**config.mk**
```make
export PLATFORM = sky130hd
export DESIGN_NAME = weight_fifo_loader
export DESIGN_NICKNAME = d
export VERILOG_FILES = /design/src/rtl/weight_fifo_loader.sv
export SDC_FILE = /design/constraint.sdc
export NUM_CORES = 1
export LEC_CHECK = 0
export ABC_AREA = 1
export BUFFER_PORTS_ARGS = -buffer_cell sky130_fd_sc_hd__buf_4
export CAP_MARGIN = 10
export CORE_ASPECT_RATIO = 1.5
export CORE_MARGIN = 3
export CORE_UTILIZATION = 36
export DETAILED_ROUTE_END_ITERATION = 6
export REMOVE_ABC_BUFFERS = 1
export SKIP_LAST_GASP = 1
export SYNTH_ARGS = -nofsm -noshare
export SYNTH_HDL_FRONTEND = slang
export SYNTH_SLANG_ARGS = --single-unit
export TNS_END_PERCENT = 1
```
**constraint.sdc**
```tcl
create_clock -name clk -period 4.95 [get_ports clk]
set_input_delay 0.7425 -clock clk [delete_from_list [all_inputs] [get_ports clk]]
set_output_delay 0.7425 -clock clk [all_outputs]
set_load 0.05 [all_outputs]
```
**src/rtl/weight_fifo_loader.sv**
```systemverilog
// weight_fifo_loader: feeds a dual-column weight FIFO from a byte stream and
// sequences tile loads (pops) into the MMU with column-aligned latch enables.
module weight_fifo_loader #(
  parameter int unsigned DEPTH = 4,
  parameter int unsigned ROWS  = 2
) (
  input  logic       clk,
  input  logic       reset_n,
  input  logic       s_valid,
  input  logic [7:0] s_data,
  output logic       s_ready,
  input  logic       load_req,
  output logic       push_col0,
  output logic       push_col1,
  output logic [7:0] data_out,
  output logic       pop,
  output logic       wl_en_col0,
  output logic       wl_en_col1,
  output logic       load_busy,
  output logic       load_done,
  output logic       tile_avail
);

  localparam int unsigned CW = $clog2(DEPTH + 1);
  localparam int unsigned PW = (ROWS > 1) ? $clog2(ROWS) : 1;
  localparam logic [CW-1:0] DEPTH_C  = CW'(DEPTH);
  localparam logic [CW-1:0] ROWS_C   = CW'(ROWS);
  localparam logic [PW-1:0] LAST_POP = PW'(ROWS - 1);

  typedef enum logic [1:0] {
    IDLE = 2'd0,
    POP  = 2'd1,
    SKEW = 2'd2
  } state_t;

  state_t          state;
  state_t          state_next;
  logic [PW-1:0]   pop_cnt;
  logic [PW-1:0]   pop_cnt_next;
  logic            sel;
  logic [CW-1:0]   res0;
  logic [CW-1:0]   res1;
  logic [CW-1:0]   com0;
  logic [CW-1:0]   com1;
  logic            accept;
  logic            start;

  // Readiness looks only at the selected column's current reservation; a
  // pop in this same cycle does not open a slot until the next cycle.
  assign s_ready    = sel ? (res1 < DEPTH_C) : (res0 < DEPTH_C);
  assign accept     = s_valid & s_ready;
  assign tile_avail = (com0 >= ROWS_C) && (com1 >= ROWS_C);
  assign start      = load_req & tile_avail & ~push_col0 & ~push_col1;
  assign wl_en_col0 = pop;

  // Steering bit: alternates columns on every accepted byte.
  always_ff @(posedge clk) begin
    if (!reset_n) begin
      sel <= 1'b0;
    end else if (accept) begin
      sel <= ~sel;
    end
  end

  // Registered write port toward the FIFO; data bus holds when idle.
  always_ff @(posedge clk) begin
    if (!reset_n) begin
      push_col0 <= 1'b0;
      push_col1 <= 1'b0;
      data_out  <= '0;
    end else begin
      push_col0 <= accept & ~sel;
      push_col1 <= accept & sel;
      if (accept) begin
        data_out <= s_data;
      end
    end
  end

  // Reserved count, column 0: bumped at accept time, released by pops.
  always_ff @(posedge clk) begin
    if (!reset_n) begin
      res0 <= '0;
    end else begin
      case ({accept & ~sel, pop})
        2'b10:   res0 <= res0 + CW'(1);
        2'b01:   res0 <= res0 - CW'(1);
        default: res0 <= res0;
      endcase
    end
  end

  // Reserved count, column 1.
  always_ff @(posedge clk) begin
    if (!reset_n) begin
      res1 <= '0;
    end else begin
      case ({accept & sel, pop})
        2'b10:   res1 <= res1 + CW'(1);
        2'b01:   res1 <= res1 - CW'(1);
        default: res1 <= res1;
      endcase
    end
  end

  // Committed count, column 0: follows writes that actually land in the FIFO.
  always_ff @(posedge clk) begin
    if (!reset_n) begin
      com0 <= '0;
    end else begin
      case ({push_col0, pop})
        2'b10:   com0 <= com0 + CW'(1);
        2'b01:   com0 <= com0 - CW'(1);
        default: com0 <= com0;
      endcase
    end
  end

  // Committed count, column 1.
  always_ff @(posedge clk) begin
    if (!reset_n) begin
      com1 <= '0;
    end else begin
      case ({push_col1, pop})
        2'b10:   com1 <= com1 + CW'(1);
        2'b01:   com1 <= com1 - CW'(1);
        default: com1 <= com1;
      endcase
    end
  end

  // Load sequencer state and pop counter registers.
  always_ff @(posedge clk) begin
    if (!reset_n) begin
      state   <= IDLE;
      pop_cnt <= '0;
    end else begin
      state   <= state_next;
      pop_cnt <= pop_cnt_next;
    end
  end

  // Column 1 leaves the FIFO one cycle behind column 0.
  always_ff @(posedge clk) begin
    if (!reset_n) begin
      wl_en_col1 <= 1'b0;
    end else begin
      wl_en_col1 <= pop;
    end
  end

  // Next-state and load outputs: ROWS pop cycles, then one skew cycle.
  always_comb begin
    state_next   = state;
    pop_cnt_next = pop_cnt;
    pop          = 1'b0;
    load_busy    = 1'b0;
    load_done    = 1'b0;
    case (state)
      IDLE: begin
        if (start) begin
          state_next   = POP;
          pop_cnt_next = '0;
        end
      end
      POP: begin
        pop       = 1'b1;
        load_busy = 1'b1;
        if (pop_cnt == LAST_POP) begin
          state_next = SKEW;
        end else begin
          pop_cnt_next = pop_cnt + PW'(1);
        end
      end
      SKEW: begin
        load_busy  = 1'b1;
        load_done  = 1'b1;
        state_next = IDLE;
      end
      default: begin
        state_next = IDLE;
      end
    endcase
  end

  // Occupancy sanity: never pop an empty column, never over-reserve.
  a_no_underflow: assert property (@(posedge clk) disable iff (!reset_n)
    pop |-> ((com0 != '0) && (com1 != '0)));
  a_no_overflow: assert property (@(posedge clk) disable iff (!reset_n)
    (res0 <= DEPTH_C) && (res1 <= DEPTH_C));

endmodule

```
Word level (Yosys, flattened, before mapping)
Cells that the tools add are included.

storage, ports and cells
  register bits after elaboration = 27
  input port bits = 12
  output and inout port bits = 17

operators by class
  magnitude comparators = 4
  equality and inequality tests = 12
  reductions and logical operators = 10
  multiplexer cells = 14
  add/subtract/negate cells = 9
  bitwise logic cells = 9

operators by type and width
  operator               number
  $pmux W3 S2            4
  $add A3 B1 Y3 const B  4
  $sub A3 B1 Y3 const B  4
  $eq A2 B1 Y1 const B   5
  $eq A2 B2 Y1 const B   5
  $reduce_bool A2 Y1     5
  $and A1 B1 Y1          6
  $ge A3 B2 Y1 const B   2
  $lt A3 B3 Y1 const B   2
  $mux W1                6
  $mux W2                2
  $ne A2 B2 Y1 const B   2
  $pmux W2 S2            1
  $reduce_and A2 Y1      2
  $not A1 Y1             3
  $logic_not A2 Y1       1
  $pmux W1 S2            1
  $reduce_or A2 Y1       1
  $add A1 B1 Y1 const B  1
  $logic_and A1 B1 Y1    1

Depth between registers and ports, before layout
  depth in word-level cells = 7
  gate-level depth with buffers = 14
  depth with buffers taken out = 13

Worst setup path after synthesis
No wires, ideal clock.

  path kind = register -> register
  start = register state[1]
  end = register com0[2]
  arrival time = 2.043 ns
  stages on the path, launching flop included = 10
  setup slack = 2.785 ns
  path buffers = 0
  setup time = 0.122 ns
  cells stage by stage = dfxtp_1 > inv_1 > ha_1 > ha_1 > inv_1 > fa_1 > a21oi_1 > o21ai_0 > o21ai_0 > a21oi_1

between the ends
  longest elaborated chain between the ends = 4
  elaborated cells on any way between the ends = 6

RTL lines
  item                                                      line  text
  start, declared                                           36    state_t state;
  start signal, assigned                                    138   state <= state_next;
  $eq A2 B1 Y1 (*)                                          159   case (state)
  $mux W1 (*)                                               159
  named net pop                                             16    output logic pop,
  $eq A2 B1 Y1 / $eq A2 B2 Y1 (equally long branches)       111   case ({push_col0, pop})
  $pmux W3 S2 / $reduce_bool A2 Y1 (equally long branches)  n/a
  end signal, assigned                                      112   2'b10: com0 <= com0 + CW'(1);
  end signal, assigned                                      113   2'b01: com0 <= com0 - CW'(1);
  end signal, assigned                                      114   default: com0 <= com0;
  end, declared                                             43    logic [CW-1:0] com0;

Mark *: on every way through the listed nets, which the timed path passes. The rest lies on a longest branch.
A chain may end at the register's enable or synchronous reset.

Worst setup path in the final report
  start = input s_valid
  end = register res0[2]

between the ends
  longest elaborated chain between the ends = 4
  elaborated cells on any way between the ends = 6

RTL lines
  item                                                      line  text
  start, declared                                           9     input logic s_valid,
  $and A1 B1 Y1 (*)                                         51    assign accept = s_valid & s_ready;
  $and A1 B1 Y1 (*)                                         85    case ({accept & ~sel, pop})
  $eq A2 B1 Y1 / $eq A2 B2 Y1 (equally long branches)       85
  $pmux W3 S2 / $reduce_bool A2 Y1 (equally long branches)  n/a
  end signal, assigned                                      86    2'b10: res0 <= res0 + CW'(1);
  end signal, assigned                                      87    2'b01: res0 <= res0 - CW'(1);
  end signal, assigned                                      88    default: res0 <= res0;
  end, declared                                             41    logic [CW-1:0] res0;

Mark *: on every way between the ends. The rest lies on a longest branch, timed or not.

==> run_results.csv <==
group,metric,value,unit
timing,fin_crit,2210,ps
power_and_ir_drop,power.total,0.000857,W
critical_path,endpoint_kind,"register",
power_and_ir_drop,p_comb_frac,0.513,
power_and_ir_drop,p_int,0.000468,W
critical_path,start_kind,"primary input",
clock_tree,cts.repair.resized,0,
detailed_routing,viasPerCell,4.58,
layout,diodes,0,
critical_path,rr_endpoint,"res0[2]",
detailed_routing,wl_per_cell,10.3,µm
critical_path,cp_slowest_cell,"fa_1",
critical_path,cpPeakStageDelay,380,ps
timing,period_share,0.446,
hold_path,min_from,"com1[2]",
clock_tree,numCtsBuffers,3,
clock_tree,post_cts_buffers,0,
timing,report.final.slew_viol_count,0,
floorplan,rows,25,
timing,rsz0062_at_grt,"no",
power_and_ir_drop,switching_share,0.454,
synthesis,yosysSeqAreaShare,0.432,
critical_path,cp_data_arrival_time,2370,ps
floorplan,pin_count,29,
job,drv_cap,0,
global_route,grt_pass1_wl,4090,µm
timing,holdWs,468,ps
floorplan,fp.dieH,78.2,µm
clock_tree,cts_sinks,27,
synthesis,synth-seq-cells,27,
critical_path,crit_chain,"buf_4 > nand2_2 > or2_1 > ha_1 > inv_1 > fa_1 > a21oi_1 > o21ai_0 > o21ai_0 > a21oi_1",
floorplan,fp.dieW,54.2,µm
clock_tree,htreeDepth,1,
clock_tree,hold_buffers,0,
detailed_routing,firstDrtPassIters,4,
clock_tree,clkLatencyLatePin,270,ps
floorplan,start_util,0.385,
global_route,grt.overflow.total,0,
hold_path,min_to,"com1[2]",
critical_path,r2r_slack,2780,ps
critical_path,crit_required,5110,ps
clock_tree,tritoncts,"yes",
detailed_routing,vias,1036,
floorplan,core_area,3250,µm²
timing,slew-limit-headroom,0.680,
global_route,grt_max_degree,16,
power_and_ir_drop,clockPowerShare,0.145,
synthesis,synthesis.area,1250,µm²
global_route,grt_use_total,0.126,
timing,worstMarginPinSlew,479,ps
hold_path,min_path_type,"register to register",
layout,drive_gt1_frac,0.199,
detailed_routing,drc_errors,0,
synthesis,yosys_warnings,0,
detailed_routing,first_iter_violations,22,
timing,setup_viol,0,
timing,finalClockSkew,3.05,ps
clock_tree,clkSlewWorstSetupHoldPaths,90,ps
timing,fmax,0.453,GHz
floorplan,dieArea,4240,µm²
timing,fin_tns_setup,0,ps
clock_tree,clockRootBuffer,"clkbuf_8",
power_and_ir_drop,seqPwrFrac,0.343,
place,place_congestion,0.682,
clock_tree,clock_path_buffers,2,
critical_path,crit_fanout,11,
run_status,outcome,"finished clean",
critical_path,rr_startpoint,"sel",
layout,area.growth.synth_to_final,22.3,%
hold_path,hold_path_depth,2,
detailed_routing,ant_nets,0,
power_and_ir_drop,leakage,0.652,nW
synthesis,avgSynthCellArea,7.93,µm²
place,dp.final_hpwl,1820,µm
global_route,grt_pass1_vias,1012,
critical_path,reg2reg_depth,11,
timing,final_hold_viol_count,0,
power_and_ir_drop,power_density,560,nW/µm²
place,io_buffers,28,
synthesis,synthDistinctLibCells,18,
synthesis,postSynthCellCount,158,
critical_path,timing_worst_setup_path_type,"primary input to register",
power_and_ir_drop,vdd_drop_max,230,µV
global_route,antenna_found_initial,0,
detailed_routing,routed_wl,2320,µm
layout,nNetsFinal,210,
power_and_ir_drop,power_switching,0.000389,W
## flip-flops by register name, summed over array words and instances (netlist names)
name / flops
data_out: 8
res0: 3
state: 2
res1: 3
pop_cnt: 1
wl_en_col1: 1
push_col1: 1
push_col0: 1
com0: 3
sel: 1
com1: 3
## per-layer routing
| layer | vias up | GRT usage | part of all wire | wire length, µm |
|---|---|---|---|---|
| met5 | - | 0 | 0 | 0 |
| met4 | 0 | 0.0599 | 0.019 | 43 |
| met3 | 4 | 0.0266 | 0.057 | 132 |
| met2 | 27 | 0.210 | 0.48 | 1130 |
| met1 | 457 | 0.147 | 0.44 | 1020 |
| li1 | 548 | - | - | - |
## cells in the mapped netlist
cell       n  share of area
nor2_1    14          0.042
buf_6      1         0.0090
nand2_1   30          0.090
a21oi_2    1         0.0070
a21oi_1   25           0.10
clkbuf_1   2         0.0060
dfxtp_1   27           0.43
fa_1       4          0.064
buf_4      1         0.0060
o21ai_2    1         0.0070
nand2_2    2          0.010
or2_2      1         0.0050
inv_1     25          0.075
or2_1      1         0.0050
ha_1       7          0.070
clkinv_8   1          0.013
o21ai_0   12          0.048
nand3_1    3          0.012
## how the worst max path moves through the flow
stage,from,end,slack (ps),depth (start not counted)
after floorplan,state[1],com0[2],2440,9
after global placement,s_valid,res0[2],2550,10
after detailed placement,s_valid,res0[2],2460,10
after CTS,s_valid,res0[2],2750,10
after global routing,s_valid,res0[2],2530,10
final,s_valid,res0[2],2740,10
## cell type report
type,count,area (µm²)
multi-input cells,101,576
well taps,40,50.0
flip-flops and latches,27,541
inverters,26,110
clock buffers,4,45.0
fillers,334,1720
repair buffers,28,210
## metrics by stage
stage / cell area [µm²] / cells / setup WS [ps] / utilization
floorplan: 1230 / 154 / 2440 / -
global placement: 1490 / 222 / 2550 / 0.457
detailed placement: 1490 / 222 / 2460 / 0.457
CTS: 1530 / 226 / 2750 / 0.471
global route: 1530 / 226 / 2530 / 0.471
finish: 1530 / 226 / 2740 / 0.471
## cells by family after synthesis
logic type               share of synthesized area
AND/OR/NAND/NOR                              0.164
buffers and inverters                        0.109
AO/OA/AOI/OAI                                0.162
adder cells (fa/ha/maj)                      0.134
flip-flops                                   0.432
## critical path, delay by kind of cell
family	cells	cell delay, ps
compound gates	4	510
fa+ha+maj	2	530
simple gates	2	420
buf+inv	2	170
## power groups by stage
stage / Sequential (W) / Combinational (W) / Clock, W
floorplan: 0.000328 / 0.000309 / 0
global placement: 0.000297 / 0.000433 / 0
detailed placement: 0.000299 / 0.000444 / 0
CTS: 0.000294 / 0.000445 / 0.000129
global route: 0.000301 / 0.000501 / 0.000138
finish: 0.000294 / 0.000440 / 0.000124
## placed cells by master (no fill, tap or decap)
cell / n
o21ai_2: 1
a21oi_2: 1
a21oi_1: 25
clkinv_8: 1
or2_1: 1
o21ai_0: 12
nor2_1: 14
clkbuf_1: 1
nand2_1: 30
fa_1: 4
or2_2: 1
buf_4: 28
ha_1: 7
clkbuf_8: 3
nand3_1: 3
dfxtp_1: 27
nand2_2: 2
inv_1: 25
No activity file was read; power rests on OpenSTA's default activity.
